### src/rtl/cntry_vehicle_sensor_pkg.sv
// Shared definitions for the country-road vehicle sensor and the light controller:
// light codes and default timing/queue parameters.
package cntry_vehicle_sensor_pkg;

  typedef enum logic [1:0] {
    LightRed    = 2'd0,
    LightYellow = 2'd1,
    LightGreen  = 2'd2
  } light_e;

  localparam logic [1:0] LightIllegal = 2'd3;

  localparam int unsigned DefDebCycles    = 4;
  localparam int unsigned DefDepartCycles = 3;
  localparam int unsigned DefQmax         = 15;
  localparam int unsigned QueueW          = 4;

  function automatic logic is_green(input logic [1:0] code);
    return code == LightGreen;
  endfunction

endpackage

### src/rtl/sensor_debounce.sv
// Two-flop synchronizer followed by a stable-count debouncer for the loop detector.
module sensor_debounce
  import cntry_vehicle_sensor_pkg::*;
#(
  parameter int unsigned DEB_CYCLES = DefDebCycles
) (
  input  logic clock,
  input  logic clear_n,
  input  logic din,
  output logic dout
);

  localparam int unsigned    CntW    = $clog2(DEB_CYCLES + 1);
  localparam logic [CntW-1:0] CntLast = CntW'(DEB_CYCLES - 1);

  logic            q1_q, q2_q;
  logic            level_q, level_d;
  logic [CntW-1:0] cnt_q, cnt_d;

  // Toggle on the edge where the count would reach DEB_CYCLES; any agreement restarts it.
  always_comb begin
    level_d = level_q;
    cnt_d   = '0;
    if (q2_q != level_q) begin
      if (cnt_q == CntLast) begin
        level_d = ~level_q;
      end else begin
        cnt_d = cnt_q + CntW'(1);
      end
    end
  end

  always_ff @(posedge clock or negedge clear_n) begin
    if (!clear_n) begin
      q1_q    <= 1'b0;
      q2_q    <= 1'b0;
      level_q <= 1'b0;
      cnt_q   <= '0;
    end else begin
      q1_q    <= din;
      q2_q    <= q1_q;
      level_q <= level_d;
      cnt_q   <= cnt_d;
    end
  end

  assign dout = level_q;

endmodule

### src/rtl/cntry_vehicle_sensor.sv
// Country-road vehicle queue: counts debounced loop arrivals and timed green departures,
// and raises the vehicle-waiting request X while the queue is non-empty.
module cntry_vehicle_sensor
  import cntry_vehicle_sensor_pkg::*;
#(
  parameter int unsigned DEB_CYCLES    = DefDebCycles,
  parameter int unsigned DEPART_CYCLES = DefDepartCycles,
  parameter int unsigned QMAX          = DefQmax
) (
  input  logic              clock,
  input  logic              clear_n,
  input  logic              loop_raw,
  input  logic [1:0]        cntry,
  output logic              X,
  output logic [QueueW-1:0] queue_cnt,
  output logic              overflow,
  output logic              light_err
);

  localparam int unsigned      TmrW     = (DEPART_CYCLES > 1) ? $clog2(DEPART_CYCLES) : 1;
  localparam logic [TmrW-1:0]  TmrLast  = TmrW'(DEPART_CYCLES - 1);
  localparam logic [QueueW-1:0] QmaxVal = QueueW'(QMAX);

  logic              deb_level;
  logic              deb_prev_q;
  logic [TmrW-1:0]   tmr_q, tmr_d;
  logic [QueueW-1:0] queue_q, queue_d;
  logic              ovf_q, ovf_d;
  logic              err_q, err_d;
  logic              arrival, depart, green, busy;

  sensor_debounce #(
    .DEB_CYCLES(DEB_CYCLES)
  ) u_debounce (
    .clock  (clock),
    .clear_n(clear_n),
    .din    (loop_raw),
    .dout   (deb_level)
  );

  // The illegal code 3 fails is_green, so it also clears the depart timer.
  always_comb begin
    arrival = deb_level & ~deb_prev_q;
    green   = is_green(cntry);
    busy    = (queue_q != '0);
    depart  = green && busy && (tmr_q == TmrLast);

    tmr_d = tmr_q;
    if (!green) begin
      tmr_d = '0;
    end else if (busy) begin
      tmr_d = depart ? '0 : tmr_q + TmrW'(1);
    end

    queue_d = queue_q;
    ovf_d   = ovf_q;
    if (arrival && !depart) begin
      if (queue_q == QmaxVal) begin
        ovf_d = 1'b1;
      end else begin
        queue_d = queue_q + QueueW'(1);
      end
    end else if (depart && !arrival) begin
      queue_d = queue_q - QueueW'(1);
    end

    err_d = err_q | (cntry == LightIllegal);
  end

  always_ff @(posedge clock or negedge clear_n) begin
    if (!clear_n) begin
      deb_prev_q <= 1'b0;
      tmr_q      <= '0;
      queue_q    <= '0;
      ovf_q      <= 1'b0;
      err_q      <= 1'b0;
    end else begin
      deb_prev_q <= deb_level;
      tmr_q      <= tmr_d;
      queue_q    <= queue_d;
      ovf_q      <= ovf_d;
      err_q      <= err_d;
    end
  end

  assign X         = busy;
  assign queue_cnt = queue_q;
  assign overflow  = ovf_q;
  assign light_err = err_q;

endmodule

### config.mk
export PLATFORM = sky130hd
export DESIGN_NAME = cntry_vehicle_sensor
export DESIGN_NICKNAME = d
export VERILOG_FILES = /design/src/rtl/cntry_vehicle_sensor_pkg.sv /design/src/rtl/sensor_debounce.sv /design/src/rtl/cntry_vehicle_sensor.sv
export SDC_FILE = /design/constraint.sdc
export NUM_CORES = 1
export LEC_CHECK = 0
export BUFFER_PORTS_ARGS = -buffer_cell sky130_fd_sc_hd__buf_2
export CAP_MARGIN = 20
export CORE_AREA = 2 2 39 41
export CTS_BUF_LIST = sky130_fd_sc_hd__clkbuf_8 sky130_fd_sc_hd__clkbuf_16
export CTS_CLUSTER_DIAMETER = 50
export DETAILED_ROUTE_END_ITERATION = 10
export DIE_AREA = 0 0 41 43
export PLACE_DENSITY = 0.74
export SKIP_CTS_REPAIR_TIMING = 1
export SYNTH_ARGS = -nofsm -noshare
export SYNTH_HDL_FRONTEND = slang
export SYNTH_SLANG_ARGS = --single-unit
### constraint.sdc
create_clock -name clock -period 5.15 [get_ports clock]
set_input_delay 0 -clock clock [delete_from_list [all_inputs] [get_ports clock]]
set_output_delay 0 -clock clock [all_outputs]
set_load 0.05 [all_outputs]
==> flow_summary.yaml <==
power_and_ir_drop:
  p_sw_share_pct: 43.9
  power_leakage_uw: 0.000377
  p_comb_share_pct: 46.5
  p_seq_share_pct: 36.1
  power_switching_uw: 244
  p_int_uw: 312
  power_density_nw_per_um2: 654
  clockPowerShare_pct: 17.4
  irDropWorstVdd_mv: 0.438
sta:
  tns_ps: 0
  finalSetupViolCount: 0
  slew_headroom_pct: 71.9
  hold_violations: 0
  rsz0062_at_grt: "false"
  fin_skew_ps: 3.53
  max_freq_ghz: 0.419
  min_period_ps: 2390
  fin_crit_sh_pct: 46.4
  worst_pin_slew_ps: 418
  fin_ws_ps: 2760
  slew_violations: 0
floorplan:
  coreArea_um2: 1380
  die-area_um2: 1760
  die_x_um: 41
  die_h_um: 43
  initial_core_util_pct: 49.5
  num_rows: 14
  pin_count: 12
synthesis:
  synth_enable_flop_cells: 0
  ys_seq_area_share_pct: 54.7
  yosysTopAreaCell: "dfrtp_1"
  netlist.area_leader.share_pct: 54.7
  ys.flop_type: "dfrtp_1"
  synth_area_um2: 686
  ys_seq_elements: 15
  synth_cell_types: 27
  yosys_warnings: 0
  syn_nets: 62
  async_flop_share_pct: 100
  post_synth_inst_count: 53
  synth_area_per_cell_um2: 12.9
  ys_top_cells_by_area: "dfrtp_1 55%, ha_1 5.5%, nor4_4 3.1%, fa_1 2.9%, nor2b_1 2.7%"
critical_path:
  endpoint_kind: "register"
  crit_path_start_kind: "register"
  slowest_delay_ps: 490
  crit_start: "queue_cnt[0]"
  worstPathMaxFanout: 8
  worst_ep_required_time_ps: 5320
  crit_chain: "nor4_4 > o21ai_1 > ha_1 > a21o_2 > a21oi_1 > mux2i_1 > xor2_1"
  regToRegSetupSlack_ps: 2760
  criticalPathCategory: "reg2reg"
  slowest_stage: "nor4_4"
  worstReg2RegStart: "queue_cnt[0]"
  arrival_ps: 2560
final_layout:
  final_cells: 88
  utilization_pct: 61.4
  regArea_um2: 375
  finalNetCount: 82
  multi_input_area_um2: 307
  mostFrequentLayoutCells: "15 x dfrtp_1, 11 x buf_2, 4 x dlygate4sd3_1"
  fill_cells: 115
  drive_gt1_share_pct: 27.8
  antenna_cells: 0
  final_common_cell: "dfrtp_1"
  syn_to_final_growth_pct: 23.9
clocking:
  h-tree-depth: 1
  cts_sinks: 15
  cts_buffer_depth: 2
  cts_tree: "built"
  cts-root-buf: "clkbuf_8"
  cts_buffers: 3
  clkSlewWorstSetupHoldPaths_ps: 60
  clk-insertion-delay-late_ps: 250
placed_design:
  place_congestion: 0.727
  hpwl_um: 798
  post-place-ws_ps: 2750
  placed_cells: 80
  port_buffers: 11
detailed_routing:
  totalWireLength_um: 1110
  drcViolationCount: 0
  avgRoutedWirePerCell_um: 12.6
  dr.pass1.iters: 2
  vias_per_cell: 5.08
  ant_nets: 0
  vias: 447
  drt_iter0_drc: 3
job:
  maxCapViolations: 0
grt:
  grt_pass1_wl_um: 1810
  antenna_found_initial: 0
  grt_overflow: 0
  grt.total_usage_pct: 15.8
  grt_max_degree: 16
  grt_pass1_vias: 431
worst_hold_path:
  hp-start: "cntry[1]"
  min_path_type: "in2reg"
status:
  status: "finished, final reports clean"
-- power groups by stage --
stage / Combinational, uW / Sequential [uW] / Clock (uW)
2_1_floorplan: 140 / 266 / 0
3_3_place_gp: 254 / 201 / 0
3_5_place_dp: 259 / 204 / 0
4_1_cts: 261 / 202 / 100
5_1_grt: 284 / 208 / 107
6_report: 259 / 200 / 96.5
-- state kept, by name (all words and copies together), names as in the netlist --
| register | flops |
|---|---|
| u_debounce.q2_q | 1 |
| overflow | 1 |
| u_debounce.cnt_q | 3 |
| u_debounce.dout | 1 |
| u_debounce.q1_q | 1 |
| queue_cnt | 4 |
| tmr_q | 2 |
| deb_prev_q | 1 |
| light_err | 1 |
-- stage by stage --
stage	hold slack [ps]	power (uW)	instance area, um2
floorplan	-296	406	686
global placement	-77.2	456	761
detailed placement	-85.8	463	761
CTS	-353	563	810
global route	54.3	600	850
finish	41.0	555	850
-- Yosys cell counts, drive strengths merged (2+ instances only) --
library cell,number
ha,3
a21oi,3
nor2,2
nor3,2
a21o,2
xnor2,2
nor2b,3
xor2,2
nand2,4
mux2,2
dfrtp,15
-- cells by family (layout without fill, tap and decap cells) --
kind of cell	after synthesis	in the layout	synth area share, %
AND/OR/NAND/NOR	17	17	17.2
multiplexers	3	3	5.29
adder cells (fa/ha/maj)	4	4	8.39
buffers and inverters	1	20	0.547
XOR/XNOR	4	4	5.11
flip-flops	15	15	54.7
AO/OA/AOI/OAI	9	9	8.76
-- final timing paths --
kind | end | depth (start not counted)
max in group asynchronous | tmr_q[0] | 2
max | queue_cnt[3] | 7
min reg2reg | u_debounce.q2_q | 0
max reg2reg | queue_cnt[3] | 7
min | tmr_q[1] | 3
min in group asynchronous | u_debounce.cnt_q[2] | 2
-- worst max-delay path, delay by kind of cell (launching register included) --
family	cells	cell delay, ps
XOR/XNOR	1	150
adder cells (fa/ha/maj)	1	330
AND/OR/NAND/NOR	1	490
AO/OA/AOI/OAI	3	630
multiplexers	1	240
flip-flops	1	480
-- area by class of cell --
cell class,instances,area share (%)
Timing Repair Buffer,15,11.2
Inverter,1,0.442
Clock inverter,1,0.884
Sequential cell,15,44.2
Multi-Input combinational cell,37,36.1
Clock buffer,3,4.86
Tap cell,16,2.36
-- layer usage --
| layer | up-vias | global-route usage [%] | share of wire [%] | wire length (um) |
|---|---|---|---|---|
| li1 | 225 | - | - | - |
| met1 | 205 | 21.5 | 45 | 494 |
| met2 | 13 | 21.3 | 47 | 523 |
| met3 | 4 | 6.28 | 6.1 | 67 |
| met4 | 0 | 8.00 | 1.9 | 21 |
| met5 | - | 0 | 0 | 0 |
Note: power is estimated with default switching activity, not from simulation.
